`src/rtl/ble_crc_whitener.sv`:
```
// BLE TX bit stage: CRC-24 over payload bits, appends the CRC, optional whitening.
// Ports: clk/reset, start+seeds (crc_init, channel, whiten_en),
//   serial in (bit_in, valid_in, last_in, ready), serial out (bit_out, valid_out),
//   status (busy, done, overflow).
module ble_crc_whitener #(
  parameter int MAX_BITS = 2056,
  parameter int CNT_W    = 12
) (
  input  logic        clk,
  input  logic        reset,
  input  logic        start,
  input  logic [23:0] crc_init,
  input  logic [5:0]  channel,
  input  logic        whiten_en,
  input  logic        bit_in,
  input  logic        valid_in,
  input  logic        last_in,
  output logic        ready,
  output logic        bit_out,
  output logic        valid_out,
  output logic        busy,
  output logic        done,
  output logic        overflow
);

  typedef enum logic [1:0] {
    S_IDLE,
    S_PAYLOAD,
    S_CRC
  } state_t;

  state_t           r_state;
  logic [23:0]      r_crc;
  logic [6:0]       r_lfsr;
  logic [CNT_W-1:0] r_cnt;
  logic [4:0]       r_idx;
  logic             r_whiten;
  logic             r_bit;
  logic             r_valid;
  logic             r_busy;
  logic             r_done;
  logic             r_ovf;

  logic             w_wbit;
  logic             w_fb;
  logic             w_at_max;
  logic [6:0]       w_lfsr_nxt;
  logic [23:0]      w_crc_nxt;

  assign w_wbit     = r_whiten & r_lfsr[0];
  assign w_fb       = bit_in ^ r_crc[23];
  assign w_at_max   = (r_cnt == CNT_W'(MAX_BITS));
  // x^7 + x^4 + 1, bit 0 is the whitening output
  assign w_lfsr_nxt = {r_lfsr[0], r_lfsr[6], r_lfsr[5],
                       r_lfsr[4] ^ r_lfsr[0],
                       r_lfsr[3], r_lfsr[2], r_lfsr[1]};
  assign w_crc_nxt  = {r_crc[22:0], 1'b0}
                    ^ (w_fb ? 24'h00065B : 24'h000000);

  assign ready     = (r_state == S_PAYLOAD);
  assign bit_out   = r_bit;
  assign valid_out = r_valid;
  assign busy      = r_busy;
  assign done      = r_done;
  assign overflow  = r_ovf;

  always_ff @(posedge clk) begin
    if (reset) begin
      r_state  <= S_IDLE;
      r_crc    <= '0;
      r_lfsr   <= '0;
      r_cnt    <= '0;
      r_idx    <= '0;
      r_whiten <= 1'b0;
      r_bit    <= 1'b0;
      r_valid  <= 1'b0;
      r_busy   <= 1'b0;
      r_done   <= 1'b0;
      r_ovf    <= 1'b0;
    end else begin
      r_valid <= 1'b0;
      r_done  <= 1'b0;
      unique case (r_state)
        S_IDLE: begin
          // busy stays high through the done cycle, drops one later
          r_busy <= 1'b0;
          if (start) begin
            r_crc    <= crc_init;
            r_lfsr   <= {1'b1, channel};
            r_whiten <= whiten_en;
            r_cnt    <= '0;
            r_ovf    <= 1'b0;
            r_busy   <= 1'b1;
            r_state  <= S_PAYLOAD;
          end
        end
        S_PAYLOAD: begin
          if (valid_in) begin
            if (w_at_max) begin
              // bit dropped: no output, CRC and LFSR hold
              r_ovf <= 1'b1;
            end else begin
              r_crc   <= w_crc_nxt;
              r_bit   <= bit_in ^ w_wbit;
              r_valid <= 1'b1;
              r_lfsr  <= w_lfsr_nxt;
              r_cnt   <= r_cnt + CNT_W'(1);
            end
            if (last_in) begin
              r_idx   <= 5'd23;
              r_state <= S_CRC;
            end
          end
        end
        S_CRC: begin
          r_bit   <= r_crc[23] ^ w_wbit;
          r_valid <= 1'b1;
          r_crc   <= {r_crc[22:0], 1'b0};
          r_lfsr  <= w_lfsr_nxt;
          if (r_idx == 5'd0) begin
            r_done  <= 1'b1;
            r_state <= S_IDLE;
          end else begin
            r_idx <= r_idx - 5'd1;
          end
        end
        default: r_state <= S_IDLE;
      endcase
    end
  end

endmodule
```
`config.mk`:
```
export PLATFORM = sky130hd
export DESIGN_NAME = ble_crc_whitener
export DESIGN_NICKNAME = d
export VERILOG_FILES = /design/src/rtl/ble_crc_whitener.sv
export SDC_FILE = /design/constraint.sdc
export NUM_CORES = 1
export LEC_CHECK = 0
export CAP_MARGIN = 10
export CORE_AREA = 2 2 76 78
export DETAILED_ROUTE_END_ITERATION = 8
export DIE_AREA = 0 0 78 80
export GPL_TIMING_DRIVEN = 1
export MAX_ROUTING_LAYER = met4
export PLACE_DENSITY = 0.83
export SYNTH_ARGS = -nofsm -noshare
export SYNTH_HDL_FRONTEND = slang
export SYNTH_SLANG_ARGS = --single-unit
```
`constraint.sdc`:
```
create_clock -name clk -period 4.3 [get_ports clk]
set_input_delay 0.86 -clock clk [delete_from_list [all_inputs] [get_ports clk]]
set_output_delay 0.86 -clock clk [all_outputs]
set_load 0.02 [all_outputs]
```
==> reports/results.ini <==
[run]
cap_violations=0

[global_route]
antenna_found_initial=0
grt.total_usage_pct=22.7
grt_overflow=0
grt_max_degree=42
grt_pass1_wl_um=11000
grt_pass1_vias=2344

[worst_hold_path]
holdCritPathClass=reg2reg
timing.hold.worst.start=r_whiten$_SDFFE_PP0P_

[setup_path]
crit_slowest_cell=clkdlybuf4s50_1
crit_fanout=18
startpoint=r_state[1]$_SDFFE_PP0P_
cp-end-kind=output pin
path_delay_family=buffers and inverters
max_stage_delay_ns=0.72
reg2reg_from=r_state[1]$_SDFFE_PP0P_
crit_chain=inv_1 > ha_1 > clkdlybuf4s50_1
startpoint_type=flip-flop
crit_arrival_ns=2.05
crit_type=reg2out
cp.required_ns=3.44
cp_num_buf_inv=2

[power_and_ir_drop]
p_int_mw=1.30
seq_power_share_pct=36.1
vdd_drop_max_mv=0.415
p_sw_mw=0.844
cellPowerDensity_nw_per_um2=595
comb_power_share_pct=47.3
p_sw_share_pct=39.4
p_clk_share_pct=16.6
cellLeakagePower_nw=1.28

[routing]
drc=0
drt_iter0_markers=193
drt_first_pass_iters=4
detail-route-antenna-nets=0
vias=2728
route.final.wire_length_um=6880
via_per_inst=6.06
wl_per_cell_um=15.3

[clock_network]
cts.clk_slew.worst_paths_ns=0.10
cts_made_buffers=5
clk_latency_ns=0.32
htreeDepth=2
cts_tree=done
clk_path_buf_depth=2
post_cts.resized_instances=0
cts.sinks=56
post-cts-setup-buffers=0
cts_hold_repair.buffers=0
clock-root-buffer=clkbuf_8

[yosys]
async_reset_ff_share_pct=0
avgSynthCellArea_um2=8.72
synth.area.top_cells=dfxtp_1 (37%), a21oi_1 (10%), a211oi_1 (6.6%), xnor3_1 (4.4%), nor2b_1 (3.9%)
syn_nets=397
synth_edf_count=0
synth_cells=352
yosys.area.top_type=dfxtp_1
yosysWarningCount=0
ys_seq_elements=56
ys_seq_area_share_pct=36.5
synth_top_area_share_pct=36.5
ys.flop_type=dfxtp_1
syn_area_um2=3070
yosysUniqueCellTypes=53

[cells_and_area]
nFillCells=477
synthToLayoutAreaGrowth_pct=17.4
insertedDiodeCount=0
drive_gt1_share_pct=6.08
nNetsFinal=422

[floorplanning]
die_w_um=78
rows=27
die_area_um2=6240
core_area_um2=5410
die_h_um=80
start_util_pct=56.8
pin_count=43

[timing]
post-route-period-util_pct=67.7
setup_viol_count_final=0
hold_slack_ns=0.472
period_minus_slack_ns=2.91
drv_slew=0
rsz0062_at_grt=no
fin_skew_ns=0.00369
hold_violations=0
final.setup.tns_ns=0
fmax_ghz=0.343
slew_headroom_pct=55.8
worst_slew_pin_slew_ns=0.657

[place]
port_buffers=42
hpwlAfterDp_um=4570
gp_congestion=0.841

[outcome]
status=finished, final reports clean

[final timing paths]
check / end / slack (ns) / cells past startpoint
worst max-delay path: ready / 1.39 / 3
worst min-delay path: r_whiten$_SDFFE_PP0P_ / 0.47 / 2
worst max register to register: r_cnt[11]$_SDFFE_PP0P_ / 1.92 / 6
worst min register to register: r_whiten$_SDFFE_PP0P_ / 0.47 / 2
[flip-flops by register name, summed over array words and instances (netlist names)]
register	flops
bit_out	1
busy	1
done	1
overflow	1
r_cnt	12
r_crc	24
r_idx	5
r_lfsr	7
r_state	2
r_whiten	1
valid_out	1
[logic make-up (layout without fill, tap and decap cells)]
kind of cell	after synthesis	count (layout)	share of synthesized area, %
AOI/OAI and AO/OA	139	139	28.3
and+or+nand+nor	89	89	17.9
DFF	56	56	36.5
buffers and inverters	43	69	6.07
xor gates and xnor gates	10	10	5.54
adders and majority gates	8	8	3.26
muxes	7	7	2.32
[area by class of cell]
cell class              instances  area, um^2  area share [%]
multi-input cells             253        1770            49.0
flip-flops and latches         56        1120            31.1
repair buffers                 47         458            12.7
well taps                      72        90.1            2.50
clock buffers                   5        68.8            1.91
inverters                      14        52.6            1.46
clock inverters                 3        46.3            1.28
[synthesized netlist by cell type, drive strengths merged, types with 2 or more instances]
cell and count:
xnor3 6, ha 8, nor2 8, o211ai 8, or3 5, nor2b 20, nor4 4, clkbuf 24
a211oi 27, inv 14, o21a 2, xnor2 2, nand3 6, a31oi 6, o31ai 5, nor3 3
or4 4, nand2 16, dfxtp 56, nand3b 3, a21oi 63, nand4 4, xor2 2, nor4b 2
o21ai 12, nand4b 2, nand2b 4, o2111ai 6, and3 3, buf 5, mux2i 6
[power by group through the flow]
stage | Clock (mW) | Combinational (mW) | Sequential [mW]
after global routing | 0.385 | 1.12 | 0.792
after global placement | 0 | 0.982 | 0.777
final | 0.357 | 1.01 | 0.773
after floorplan | 0 | 0.833 | 0.755
after detailed placement | 0 | 1.01 | 0.782
after CTS | 0.361 | 1.01 | 0.771
[placed cells by master, fill, tap and decap left out, types with 2 or more instances in the layout]
| cell type | instances |
|---|---|
| or4_1 | 4 |
| mux2i_1 | 6 |
| dfxtp_1 | 56 |
| a211oi_1 | 27 |
| or3_1 | 4 |
| nand2b_1 | 4 |
| nor4_1 | 4 |
| nor2_1 | 7 |
| nor3_1 | 2 |
| a21oi_1 | 63 |
| buf_4 | 5 |
| nand4b_1 | 2 |
| ha_1 | 8 |
| nand2_1 | 16 |
| clkdlybuf4s50_1 | 42 |
| xnor2_1 | 2 |
| inv_1 | 14 |
| xnor3_1 | 6 |
| xor2_1 | 2 |
| nand4_1 | 4 |
| o21a_1 | 2 |
| nand3_1 | 6 |
| o21ai_0 | 11 |
| o31ai_1 | 5 |
| clkbuf_8 | 5 |
| o2111ai_1 | 6 |
| a31oi_1 | 6 |
| nor2b_1 | 19 |
| o211ai_1 | 8 |
| and3_1 | 3 |
| nand3b_1 | 3 |
[routing by layer]
| metal | track usage (%) | vias to the layer above | routed length (um) |
|---|---|---|---|
| li1 | - | 1353 | - |
| met1 | 29.1 | 1305 | 3190 |
| met2 | 37.2 | 63 | 3300 |
| met3 | 4.52 | 7 | 311 |
| met4 | 5.79 | 0 | 67 |
| met5 | - | - | 0 |
[stage by stage]
step,std cells,utilization (%),setup WS [ns],area (um^2),total power [mW]
2_1_floorplan,352,-,2.09,3070,1.59
3_3_place_gp,442,64.5,1.54,3490,1.76
3_5_place_dp,442,64.5,1.47,3490,1.79
4_1_cts,450,66.7,1.41,3600,2.14
5_1_grt,450,66.7,1.28,3600,2.29
6_report,450,66.7,1.39,3600,2.14
[tightest hold or removal path: cells and delay by family (launching register included)]
kind | cells | cell delay (ns)
AND/OR/NAND/NOR | 1 | 0.05
flip-flops | 1 | 0.33
AO/OA/AOI/OAI | 1 | 0.05
No activity file was read; power rests on OpenSTA's default activity.
